### src/rtl/mano_program_sequencer.sv
// Host-side loader/run controller for mano_cpu: streams (address, word) pairs onto the CPU
// load port, then releases the CPU and stops it on halt, abort or the run-cycle watchdog.
module mano_program_sequencer #(
  parameter int unsigned ADDR_W    = 12,
  parameter int unsigned WORD_W    = 16,
  parameter int unsigned HOLD      = 1,
  parameter int unsigned RUN_LIMIT = 1024,
  parameter int unsigned CNT_W     = 16
) (
  input  logic              clk,
  input  logic              rst,
  input  logic              ld_valid,
  output logic              ld_ready,
  input  logic [ADDR_W-1:0] ld_addr,
  input  logic [WORD_W-1:0] ld_data,
  input  logic              ld_last,
  input  logic              start,
  input  logic              abort,
  input  logic              cpu_halted,
  output logic              run_code,
  output logic [ADDR_W-1:0] address,
  output logic [WORD_W-1:0] code,
  output logic [2:0]        state,
  output logic [ADDR_W:0]   words_loaded,
  output logic [CNT_W-1:0]  run_cycles,
  output logic              timeout,
  output logic              halted
);

  typedef enum logic [2:0] {
    StIdle  = 3'd0,
    StLoad  = 3'd1,
    StArmed = 3'd2,
    StRun   = 3'd3,
    StDone  = 3'd4
  } state_e;

  localparam int unsigned       HoldW     = $clog2(HOLD + 1);
  localparam logic [HoldW-1:0]  HoldInit  = HoldW'(HOLD);
  localparam logic [ADDR_W:0]   WordsMax  = {1'b1, {ADDR_W{1'b0}}};
  localparam logic [CNT_W-1:0]  CyclesMax = '1;
  localparam logic [CNT_W:0]    LimitVal  = (CNT_W + 1)'(RUN_LIMIT);

  state_e           state_q;
  logic [HoldW-1:0] hold_q;
  logic             last_q;    // final word accepted, waiting for its hold to expire
  logic             accept;
  logic [CNT_W:0]   cycles_inc;
  logic             limit_hit;

  assign state = state_q;

  always_comb begin
    accept     = ld_valid && ld_ready;
    cycles_inc = {1'b0, run_cycles} + 1'b1;
    limit_hit  = (RUN_LIMIT != 0) && (cycles_inc == LimitVal);
  end

  always_ff @(posedge clk) begin
    if (rst) begin
      state_q      <= StIdle;
      hold_q       <= '0;
      last_q       <= 1'b0;
      ld_ready     <= 1'b1;
      run_code     <= 1'b0;
      address      <= '0;
      code         <= '0;
      words_loaded <= '0;
      run_cycles   <= '0;
      timeout      <= 1'b0;
      halted       <= 1'b0;
    end else begin
      if (hold_q != '0) hold_q <= hold_q - 1'b1;
      if (abort) begin
        state_q      <= StIdle;
        hold_q       <= '0;
        last_q       <= 1'b0;
        ld_ready     <= 1'b1;
        run_code     <= 1'b0;
        words_loaded <= '0;
      end else begin
        unique case (state_q)
          StIdle: begin
            if (accept) begin
              address      <= ld_addr;
              code         <= ld_data;
              words_loaded <= (ADDR_W + 1)'(1);
              hold_q       <= HoldInit;
              ld_ready     <= 1'b0;
              state_q      <= ld_last ? StArmed : StLoad;
            end
          end
          StLoad: begin
            if (accept) begin
              address      <= ld_addr;
              code         <= ld_data;
              words_loaded <= (words_loaded == WordsMax) ? words_loaded
                                                         : words_loaded + 1'b1;
              hold_q       <= HoldInit;
              ld_ready     <= 1'b0;
              last_q       <= ld_last;
            end else if (hold_q <= HoldW'(1)) begin
              // Hold expires at this edge: reopen the port or arm if that was the last word.
              if (last_q) begin
                state_q  <= StArmed;
                last_q   <= 1'b0;
                ld_ready <= 1'b0;
              end else begin
                ld_ready <= 1'b1;
              end
            end
          end
          StArmed: begin
            ld_ready <= 1'b0;
            if (start) begin
              state_q    <= StRun;
              run_code   <= 1'b1;
              run_cycles <= '0;
              timeout    <= 1'b0;
              halted     <= 1'b0;
            end
          end
          StRun: begin
            run_cycles <= (run_cycles == CyclesMax) ? run_cycles : cycles_inc[CNT_W-1:0];
            if (cpu_halted) begin
              state_q  <= StDone;
              run_code <= 1'b0;
              halted   <= 1'b1;
              ld_ready <= 1'b1;
            end else if (limit_hit) begin
              state_q  <= StDone;
              run_code <= 1'b0;
              timeout  <= 1'b1;
              ld_ready <= 1'b1;
            end
          end
          StDone: begin
            if (accept) begin
              address      <= ld_addr;
              code         <= ld_data;
              words_loaded <= (ADDR_W + 1)'(1);
              hold_q       <= HoldInit;
              ld_ready     <= 1'b0;
              last_q       <= ld_last;
              state_q      <= StLoad;
            end else if (start) begin
              state_q    <= StRun;
              run_code   <= 1'b1;
              run_cycles <= '0;
              timeout    <= 1'b0;
              halted     <= 1'b0;
              ld_ready   <= 1'b0;
            end
          end
          default: begin
            state_q      <= StIdle;
            hold_q       <= '0;
            last_q       <= 1'b0;
            ld_ready     <= 1'b1;
            run_code     <= 1'b0;
            words_loaded <= '0;
          end
        endcase
      end
    end
  end

endmodule

### config.mk
export PLATFORM = sky130hd
export DESIGN_NAME = mano_program_sequencer
export DESIGN_NICKNAME = d
export VERILOG_FILES = /design/src/rtl/mano_program_sequencer.sv
export SDC_FILE = /design/constraint.sdc
export NUM_CORES = 1
export LEC_CHECK = 0
export CAP_MARGIN = 20
export CORE_MARGIN = 2
export CORE_UTILIZATION = 30
export CTS_BUF_LIST = sky130_fd_sc_hd__clkbuf_8 sky130_fd_sc_hd__clkbuf_16
export DETAILED_ROUTE_END_ITERATION = 16
export PLACE_DENSITY = 0.55
export SYNTH_ARGS = -nofsm -noshare
export SYNTH_HDL_FRONTEND = slang
export SYNTH_SLANG_ARGS = --single-unit
### constraint.sdc
create_clock -name clk -period 4.5 [get_ports clk]
set_clock_uncertainty 0.15 [all_clocks]
set_input_delay 0.45 -clock clk [delete_from_list [all_inputs] [get_ports clk]]
set_output_delay 0.45 -clock clk [all_outputs]
set_load 0.005 [all_outputs]
## Word level (Yosys, flattened, before mapping)

Index checks and enable logic that the tools add are counted.

- Register bits after elaboration: 66
- Input bits: 35
- Word-level logic and storage cells: 107

- $lt $le $gt $ge: 1
- Mux-type cells: 47
- Reduce and logical (&&, ||, !) cells: 18
- Bitwise operators: 4
- Equal/unequal tests: 23
- Add/sub/neg operators: 3

Operators with widths:

| kind | count |
|---|---|
| 16-bit 2-to-1 mux | 3 |
| 16-bit one-hot mux with 3 select lines | 1 |
| 13-bit 2-to-1 mux | 3 |
| 13-bit one-hot mux with 3 select lines | 1 |
| 3-bit 2-to-1 mux | 8 |
| 2-bit inequality test, second input constant | 12 |
| 1-bit 2-to-1 mux | 23 |
| 16-bit by 1-bit adder with 17-bit output, second input constant | 1 |
| 17-bit by 11-bit equality test with 1-bit output, second input constant | 1 |
| 16-bit equality test, second input constant | 1 |
| 4-bit AND reduction | 4 |
| 3-bit one-hot mux with 5 select lines | 1 |
| 13-bit by 1-bit adder with 13-bit output, second input constant | 1 |
| 13-bit equality test, second input constant | 1 |
| 5-bit AND reduction | 2 |
| 3-bit inequality test, second input constant | 3 |
| 1-bit one-hot mux with 3 select lines | 3 |
| 3-bit AND reduction | 3 |
| 2-bit OR reduction | 4 |
| 3-bit by 2-bit equality test with 1-bit output, second input constant | 2 |
| 3-bit OR reduction | 2 |
| 1-bit one-hot mux with 5 select lines | 1 |
| 1-bit NOT | 4 |
| 1-bit one-hot mux with 4 select lines | 1 |
| 10 further kinds | 10 |

## Logic depth before layout (Yosys ltp)

- Depth after elaboration: 5
- Mapped depth: 10
- Mapped depth without buffers: 9

## Least setup slack after synthesis

No wires, ideal clock.

- Path type: reg2reg
- From: reg run_cycles[0]
- To: reg state_q[2], in the netlist state[2]
- Setup slack: 1843 ps
- Data arrival time: 2404 ps
- Buffers on the path: 0
- Data required time: 4247 ps
- Stages on the path, launching flop included: 8
- Period minus slack after synthesis: 2657 ps
- Path through: dfxtp_1 > ha_1 > nand3_2 > or4_4 > xor2_1 > a2111oi_4 > a311oi_2 > a2111oi_2

- Word-level cells in the longest chain between the ends: 4

Ends and longest elaborated chain:

| element | RTL line | source |
|---|---|---|
| from (decl) | 25 | `output logic [CNT_W-1:0] run_cycles,` |
| from (signal assigned) | 124 | `run_cycles <= (run_cycles == CyclesMax) ? run_cycles : cycles_inc[CNT_W-1:0];` |
| 16-bit by 1-bit adder with 17-bit output | 55 | `cycles_inc = {1'b0, run_cycles} + 1'b1;` |
| 17-bit by 11-bit equality test with 1-bit output | 56 | `limit_hit = (RUN_LIMIT != 0) && (cycles_inc == LimitVal);` |
| 3-bit inequality test (no source line) | n/a |  |
| 5-bit AND reduction (no source line) | n/a |  |
| to (signal assigned) | 61 | `state_q <= StIdle;` |
| to (signal assigned) | 75 | `state_q <= StIdle;` |
| to (signal assigned) | 90 | `state_q <= ld_last ? StArmed : StLoad;` |
| to (decl) | 44 | `state_e state_q;` |

No other way between the ends.
A chain may end at the register's enable or synchronous reset.

## Worst setup path after layout

- From: reg run_cycles[0]
- To: reg run_cycles[3]

- Word-level cells in the longest chain between the ends: 3

Ends and longest elaborated chain:

| element | RTL line |
|---|---|
| 16-bit by 1-bit adder with 17-bit output / 16-bit equality test (equally long branches) | 55, 124 |
| 16-bit 2-to-1 mux / 2-bit inequality test (equally long branches) | n/a |
| 16-bit one-hot mux with 3 select lines / 4-bit AND reduction (equally long branches) | n/a |

Several ways; a longest one is shown, not always the timed one. The select of a mux whose other input is x is not followed.

==> results.toml <==
[outcome]
status = "finished clean"

[setup_path]
r2r_end = "run_cycles[3]"
cp.required_ns = 4.56
worstSetupEndpoint = "run_cycles[3]"
cp_slowest_stage_delay_ns = 0.72
start_kind = "flip-flop"
worstPathMaxFanout = 15
crit_path_end_kind = "flip-flop"
crit_slowest_cell = "nor4_1"
r2r_slack_ns = 1.34
reg2reg_depth = 8
critPathLaunch = "run_cycles[0]"
arrival_ns = 3.22
path_cells = "ha_1 -> nand3_2 -> nor4_1 -> nand2_1 -> nand4_1 -> o21ai_0 -> a21oi_1 -> nor2_1"
r2r-start = "run_cycles[0]"
crit_type = "flip-flop to flip-flop"

[drt]
drt-total-wl_um = 9160
wl_per_cell_um = 14.4
dr.pass1.iters = 4
routed-via-count = 3221
drt-initial-drc-count = 206
ant_nets = 0
vias_per_cell = 5.05
drc_errors = 0

[power]
irDropWorstVdd_mv = 0.142
p_total_mw = 1.28
powerDensity_nw_per_um2 = 287
power_leakage_nw = 1.46

[placed_design]
place_hpwl_um = 6230
io_buffers = 98
postPlaceCellArea_sq_um = 4260
placedCellCount = 622
gp_routability_congestion = 0.832

[synth]
synth-seq-area-share_pct = 40.8
yosys.area.top_type = "dfxtp_1"
dominantRegCellSynth = "dfxtp_1"
synth_seq_cells = 65
yosysTopAreaCellShare_pct = 40.8
synth_enable_flop_cells = 0
synth_nets = 454
ys_types = 48
synth_area_leaders = "dfxtp_1 41%, nand2_1 9.4%, a21oi_1 8.0%"
synth_cells = 415
async_flop_share_pct = 0
synth_area_sq_um = 3190
synth_warnings = 0
synth.avg_cell_area_sq_um = 7.69

[job]
maxCapViolations = 0

[floorplan]
dieArea_sq_um = 11500
die-width_um = 107
ios = 99
start_util_pct = 30.9
die_h_um = 107
core_area_sq_um = 10300
rows = 37

[final_layout]
final_nets = 536
fillers = 1015
post-route-cell-area_sq_um = 4470
antenna_cells = 0
final_cells = 638
drive_above_1_share_pct = 6.18
area_growth_pct = 40.3

[sta]
hold_violations = 0
worst_hold_slack_ns = 0.305
worst_pin_slew_ns = 0.958
rsz0062_at_grt = "false"
slew_viol_final = 0
setup_viol = 0
finalSetupTns_ns = 0
period_share_pct = 70.3
finalWorstPathRequiredPeriod_ns = 3.16
fmax_ghz = 0.316
slew_headroom_pct = 36.1

[cts]
cts_tree = "yes"
cts_root_buf = "clkbuf_8"
post_cts_buffers = 0
clkLatencyLatePin_ns = 0.34
cts_hold_buf = 0
clk_pin_slew_worst_paths_ns = 0.07
clk_path_buf_depth = 2
htreeDepth = 3
numCtsBuffers = 9
cts_sinks = 65
cts_resized = 0

[global_routing]
grt_max_degree = 49
grt_pass1_vias = 2813
antenna_found_initial = 0
grt_pass1_wl_um = 14200
grt.total_usage_pct = 15.5
grt_overflow = 0

[worst_hold_path]
min_path_type = "flip-flop to flip-flop"
==> critical path: cells and delay by family (launching register included) <==
kind	cells	cell delay, ns
AOI/OAI and AO/OA	2	0.38
adders and majority gates	1	0.33
DFF	1	0.52
and+or+nand+nor	5	1.65
==> cells in the mapped netlist, drive strengths merged (2+ instances only) <==
| cell | n |
|---|---|
| nand2 | 81 |
| dfxtp | 65 |
| a21oi | 51 |
| nor2 | 40 |
| clkbuf | 24 |
| o21ai | 20 |
| nand3 | 13 |
| nand4 | 10 |
| nor3 | 9 |
| a211oi | 7 |
| inv | 7 |
| nor4 | 7 |
| a311oi | 6 |
| and3 | 6 |
| buf | 6 |
| xnor2 | 6 |
| xor2 | 6 |
| a2111oi | 4 |
| a31oi | 4 |
| and2 | 4 |
| ha | 4 |
| or3 | 4 |
| nor2b | 3 |
| nor4b | 3 |
| or2 | 3 |
| a211o | 2 |
| mux2i | 2 |
| nand2b | 2 |
| nand3b | 2 |
| nor3b | 2 |
| o21a | 2 |
==> final cells by class <==
cell class | count | area (sq um) | area share [%]
inverters | 7 | 26.3 | 0.587
well taps | 136 | 170 | 3.80
clock buffers | 9 | 124 | 2.77
repair buffers | 101 | 1000 | 22.4
flip-flops and latches | 65 | 1300 | 29.1
multi-input cells | 313 | 1750 | 39.2
clock inverters | 7 | 95.1 | 2.13
==> kinds of logic (layout without fill, tap and decap cells) <==
group	Yosys count	count (layout)	synth area share (%)
xor gates and xnor gates	12	12	3.30
buffers and inverters	37	124	4.79
DFF	65	65	40.8
muxes	2	2	0.628
AOI/OAI and AO/OA	104	104	20.8
and+or+nand+nor	191	191	28.1
adders and majority gates	4	4	1.57
==> cells in the final DEF (no fill, tap or decap), drive strengths merged, types with 2 or more instances in the layout <==
cell type | Yosys | routed
nand3 | 13 | 13
nor4 | 7 | 7
nand3b | 2 | 2
clkdlybuf4s50 | 0 | 98
clkbuf | 24 | 9
a211oi | 7 | 7
a311oi | 6 | 6
o21ai | 20 | 20
and3 | 6 | 6
nor3 | 9 | 9
nand2b | 2 | 2
a21oi | 51 | 51
or3 | 4 | 4
nand4 | 10 | 10
a2111oi | 4 | 4
a31oi | 4 | 4
buf | 6 | 3
nor2b | 3 | 3
nand2 | 81 | 81
and2 | 4 | 4
dfxtp | 65 | 65
nor4b | 3 | 3
o21a | 2 | 2
ha | 4 | 4
inv | 7 | 9
mux2i | 2 | 2
bufinv | 0 | 2
clkinv | 0 | 3
nor2 | 40 | 40
or2 | 3 | 3
xnor2 | 6 | 6
nor3b | 2 | 2
a211o | 2 | 2
xor2 | 6 | 6
==> state kept, by name, indices dropped and copies added (netlist names) <==
register      cells
code             16
halted            1
run_code          1
ld_ready          1
timeout           1
state             3
words_loaded     13
last_q            1
run_cycles       16
address          12
==> how the worst min path moves through the flow <==
stage                 from     endpoint  cells past startpoint
2_1_floorplan   address[0]   address[0]                      2
3_3_place_gp       code[5]      code[5]                      2
3_5_place_dp       code[7]      code[7]                      2
4_1_cts         address[3]   address[3]                      2
5_1_grt         address[1]   address[1]                      2
6_report       address[10]  address[10]                      2
==> where the power goes <==
group	total (mW)	switching (mW)	internal [mW]
logic	0.132	0.0617	0.0706
clock network	0.549	0.236	0.313
registers	0.602	0.0119	0.590
==> metrics by stage <==
step / setup WS, ns / util [%]
after CTS: 1.35 / 43.3
after global placement: 1.28 / 41.2
after global routing: 0.991 / 43.3
after floorplan: 1.84 / -
final: 1.34 / 43.3
after detailed placement: 1.17 / 41.2
==> routing by layer <==
metal | global-route usage, % | routed length, um | part of all wire, % | up-vias
met5 | 0 | 0 | 0 | -
met4 | 6.59 | 139 | 1.5 | 0
met3 | 2.92 | 537 | 5.9 | 10
met2 | 23.9 | 4060 | 44 | 114
met1 | 21.1 | 4430 | 48 | 1471
li1 | - | - | - | 1626
(Power assumes the default switching activity.)
